**config.mk**
```make
export PLATFORM = sky130hd
export DESIGN_NAME = deserializer
export DESIGN_NICKNAME = d
export VERILOG_FILES = /design/src/rtl/deser_pkg.sv /design/src/rtl/deserializer.sv
export SDC_FILE = /design/constraint.sdc
export NUM_CORES = 1
export LEC_CHECK = 0
export CORE_MARGIN = 2
export CORE_UTILIZATION = 45
export DETAILED_ROUTE_END_ITERATION = 12
export HOLD_SLACK_MARGIN = 0.06
export PLACE_DENSITY = 0.65
export RECOVER_POWER = 25
export SYNTH_ARGS = -nofsm -noshare
export SYNTH_HDL_FRONTEND = slang
export SYNTH_SLANG_ARGS = --single-unit
```
**constraint.sdc**
```tcl
create_clock -name clk_i -period 6.1 [get_ports clk_i]
set_input_delay 1.83 -clock clk_i [delete_from_list [all_inputs] [get_ports clk_i]]
set_output_delay 1.83 -clock clk_i [all_outputs]
set_load 0.02 [all_outputs]
```
**src/rtl/deser_pkg.sv**
```systemverilog
// Shared constants and state type for the serial-to-parallel word assembler.
package deser_pkg;
    localparam int DATA_W_DEF  = 16;
    localparam int GAP_CYC_DEF = 8;
    localparam int CNT_W       = 5;

    typedef enum logic {
        IDLE    = 1'b0,
        COLLECT = 1'b1
    } state_t;
endpackage

```
**src/rtl/deserializer.sv**
```systemverilog
// Assembles qualified serial bits (MSB first) into DATA_W-bit words; an idle
// gap of GAP_CYC cycles flushes a partial word left-aligned.
module deserializer
    import deser_pkg::*;
#(
    parameter int DATA_W  = DATA_W_DEF,
    parameter int GAP_CYC = GAP_CYC_DEF
) (
    input  logic              clk_i,
    input  logic              rst_ni,
    input  logic              data_i,
    input  logic              data_val_i,
    output logic [DATA_W-1:0] deser_data_o,
    output logic [CNT_W-1:0]  deser_mod_o,
    output logic              deser_data_val_o,
    output logic              busy_o
);
    localparam int GAP_W = $clog2(GAP_CYC + 1);

    state_t             state_reg, state_next;
    logic [CNT_W-1:0]   cnt_reg, cnt_next;
    logic [GAP_W-1:0]   gap_reg, gap_next;
    logic [DATA_W-1:0]  shift_reg, shift_next;
    logic [DATA_W-1:0]  data_reg, data_next;
    logic [CNT_W-1:0]   mod_reg, mod_next;
    logic               val_reg, val_next;
    logic               busy_reg;
    logic [DATA_W-1:0]  shifted;
    logic [DATA_W-1:0]  aligned;

    assign shifted = {shift_reg[DATA_W-2:0], data_i};
    // Partial word: push the collected bits up so the first bit lands in the MSB.
    assign aligned = shift_reg << (DATA_W - int'(cnt_reg));

    always_comb begin
        state_next = state_reg;
        cnt_next   = cnt_reg;
        gap_next   = gap_reg;
        shift_next = shift_reg;
        data_next  = data_reg;
        mod_next   = mod_reg;
        val_next   = 1'b0;
        if (data_val_i) begin
            gap_next = '0;
            if (cnt_reg == CNT_W'(DATA_W - 1)) begin
                data_next  = shifted;
                mod_next   = CNT_W'(DATA_W);
                val_next   = 1'b1;
                state_next = IDLE;
                cnt_next   = '0;
                shift_next = '0;
            end else begin
                shift_next = shifted;
                cnt_next   = cnt_reg + CNT_W'(1);
                state_next = COLLECT;
            end
        end else if (state_reg == COLLECT) begin
            if (gap_reg == GAP_W'(GAP_CYC - 1)) begin
                data_next  = aligned;
                mod_next   = cnt_reg;
                val_next   = 1'b1;
                state_next = IDLE;
                cnt_next   = '0;
                gap_next   = '0;
                shift_next = '0;
            end else begin
                gap_next = gap_reg + GAP_W'(1);
            end
        end
    end

    always_ff @(posedge clk_i or negedge rst_ni) begin
        if (!rst_ni) begin
            state_reg <= IDLE;
            cnt_reg   <= '0;
            gap_reg   <= '0;
            shift_reg <= '0;
            data_reg  <= '0;
            mod_reg   <= '0;
            val_reg   <= 1'b0;
            busy_reg  <= 1'b0;
        end else begin
            state_reg <= state_next;
            cnt_reg   <= cnt_next;
            gap_reg   <= gap_next;
            shift_reg <= shift_next;
            data_reg  <= data_next;
            mod_reg   <= mod_next;
            val_reg   <= val_next;
            busy_reg  <= (state_next == COLLECT);
        end
    end

    assign deser_data_o     = data_reg;
    assign deser_mod_o      = mod_reg;
    assign deser_data_val_o = val_reg;
    assign busy_o           = busy_reg;
endmodule

```
==> results by group <==
Outcome
  – Status: finished, violations left
  – Failing checks: capacitance limit, slew limit

Power
  – Power per Cell Area: ~380 mW/mm^2
  – Sw Share: about two fifths
  – Register share of total power: 38.7%
  – Internal Dissipation: between 0.7 and 0.8 mW
  – Pleak: roughly 1.3 nW
  – Power share of the combinational group: 44.2%
  – Power share of the clock group: between 10% and 20%
  – Net load switching power: 0.4554 mW
  – Worst VDD drop: approximately 0.14 mV

Synthesis
  – Ys Warns: 0
  – Cell count after synthesis: 257
  – Mapped cell area: 0.002793 mm^2
  – Post-synth cell types: 53
  – Most used DFF post-synth: dfrtp_1
  – Register area share after synthesis: between 40% and 50%
  – Synthesized Nets: 264
  – Yosys top cell area share: 43.01%
  – Yosys reg bits: 48
  – Mean Syn Cell Area: approximately 11 um^2
  – Synth top area cells: dfrtp_1, mux4_2, mux2i_1, a22o_1, nand2_1
  – Ys async rst share: 100.0%
  – Post-synth EDFFs: 0
  – Area leader, netlist: dfrtp_1

Clocking
  – CTS tree: done
  – Clk_lat worst skew: around 300 ps
  – CTS hold repair buffers: 0
  – Reg clk slew, reported paths: ~80 ps
  – CTS Root Cell: clkbuf_8
  – Htree depth: 2
  – Post-CTS Setup Bufs: 0
  – CTS Buf Count: 5
  – Clock tree sinks: 48
  – CTS Buffer Depth: 2
  – Post_cts resized: 0

Place
  – Placed cell area: 0.003020 mm^2
  – RD Place Congestion: ~0.93
  – Worst slack after detailed placement: 1654 ps
  – Post-DP HPWL: roughly 4300 um
  – I/O Buffers: 26

Routing
  – Routed WL: 6130 um
  – Drt first pass iters: 4
  – Vias/cell: between 6 and 7
  – Routed WL per cell: 17.82 um
  – Post-route ant nets: 0
  – Initial DRC Count: 315
  – DR vias: between 2000 and 2500
  – DRC viols: 0

Critical path
  – CP required: 6290 ps
  – Worst path top cell family by delay: buffers and inverters
  – Worst Setup Path Type: input port to register
  – Critical path endpoint category: register
  – Critical path's slowest cell: clkdlybuf4s50_1
  – Critical path cell sequence: clkdlybuf4s50_1 -> a21o_1 -> nand2_2 -> inv_1 -> mux2_2
  – Startpoint Class: input port
  – Crit Path Max Fanout: 28
  – Critical path arrival: about 4300 ps
  – Critical Path Source: data_val_i
  – Worst R2R Start: cnt_reg[0]
  – CP peak stage delay: 1080 ps
  – CP bufs+invs: 2

Worst hold path
  – Hold Path Class: register to register
  – Hold path start: deser_data_o[2]

Final layout
  – Fin nets: between 200 and 300
  – Layout cell share with drive strength beyond 1: 11.15%
  – Final instance area: 0.003115 mm^2
  – Antenna cells: 0
  – Layout area overhead: 11.56%

Floorplan
  – Die area: 0.006852 mm^2
  – Boundary pin count: 27
  – Row count: 28
  – Core Box Area: 0.005956 mm^2
  – Starting Density: roughly 47%
  – Die width: 82.78 um
  – Die Ht: ~83 um

Timing
  – Slew HR: -66.43%
  – Post-route setup slack: 1958 ps
  – Fin Setup TNS: 0 ps
  – Min Tclk post-route: around 4100 ps
  – Worst Tran Pin Value: roughly 2500 ps
  – Fmax: 241.4 MHz
  – RSZ-0062 raised after global routing: no
  – Worst Skew: between 4 and 5 ps
  – Final Max Tran Viols: 49
  – Tcrit/Tclk final: 67.90%
  – Endpoints failing setup: 0
  – Final Hold Viols: 0

Global route
  – Initial antenna violation count: 0
  – Grt met2 use: about 27%
  – Grt total ovfl: 0
  – First-pass GRT wire length: 10030 um
  – Met1 GRT Util: 30.91%
  – GR Util met3: 3.788%
  – Vias in the first global route: ~1900
  – GR peak layer: met1
  – Gr usage total: just under 20%
  – Pin count of the biggest net entering global routing: 49

Run
  – Max Cap Viol: 1
worst paths after layout:
| kind | endpoint | slack [ps] | depth (start not counted) |
|---|---|---|---|
| hold / removal | deser_data_o[2] | 500 | 1 |
| hold reg to reg | deser_data_o[2] | 500 | 1 |
| min in group asynchronous | cnt_reg[3] | 2300 | 1 |
| setup reg to reg | deser_data_o[4] | 2990 | 8 |
| max in group asynchronous | shift_reg[4] | 2380 | 1 |
| setup / recovery | deser_data_o[4] | 1960 | 5 |
Yosys cell counts, drive strengths merged, types with 3 or more instances:
cell type and number:
dfrtp 48, a22o 18, mux2i 18, buf 12, mux4 11, clkbuf 11, o21a 5, o221ai 3
a21oi 3, ha 3, nor2 24, nand2 26, inv 4, o211ai 6, o21ai 13, a221oi 5
o22a 4, o22ai 3, a22oi 3
worst reg2reg max path: cells and delay by family, from the launching register on:
kind | cells | cell delay (ps)
buffers and inverters | 2 | 450
multiplexers | 1 | 280
AO/OA/AOI/OAI | 3 | 760
flip-flops | 1 | 330
adder cells (fa/ha/maj) | 1 | 320
XOR/XNOR | 1 | 870
metal layers:
metal / part of all wire [%] / routed length [um]
met5: 0 / 0
met4: 1.1 / 66
met3: 6.0 / 366
met2: 43 / 2659
met1: 50 / 3036
cells in the final DEF, fill, tap and decap left out, types with 6 or more instances in the layout:
master | synthesis | final
o21ai_0 | 13 | 13
o211ai_1 | 6 | 6
dfrtp_1 | 48 | 48
clkbuf_8 | 0 | 7
mux2i_1 | 18 | 18
nand2_1 | 25 | 25
clkdlybuf4s50_1 | 0 | 25
mux4_2 | 11 | 11
a22o_1 | 17 | 17
nor2_1 | 24 | 24
cell families (layout without fill, tap and decap cells):
group / Yosys count / count (layout) / synth area share [%]
simple gates: 67 / 67 / 11.29
buf+inv: 27 / 39 / 5.421
flops: 48 / 48 / 43.01
xor+xnor: 4 / 4 / 1.524
fa+ha+maj: 3 / 3 / 1.344
mux: 31 / 31 / 16.13
compound gates: 77 / 77 / 21.28
cell type report:
| cell class | instances | area, um^2 |
|---|---|---|
| fillers | 564 | 2840 |
| multi-input cells | 182 | 1440 |
| flip-flops and latches | 48 | 1201 |
| repair buffers | 28 | 269.0 |
| clock buffers | 7 | 96.34 |
| well taps | 75 | 93.84 |
| inverters | 4 | 15.01 |
power by group through the flow:
stage | combinational, mW | clock [mW] | sequential [mW]
after floorplan | 0.380 | 0 | 0.460
after global placement | 0.516 | 0 | 0.458
after detailed placement | 0.512 | 0 | 0.458
after CTS | 0.515 | 0.204 | 0.453
after global routing | 0.564 | 0.219 | 0.464
final | 0.518 | 0.199 | 0.454
metrics by stage:
step                std cells  utilization [%]  hold WS [ps]  power (mW)
floorplan                 257                -         468.4      0.8407
global placement          337            50.71         475.3      0.9735
detailed placement        337            50.71         484.9      0.9701
CTS                       344            52.33         504.1       1.171
global route              344            52.31         515.3       1.246
finish                    344            52.31         497.3       1.171
No activity file was read; power rests on OpenSTA's default activity.
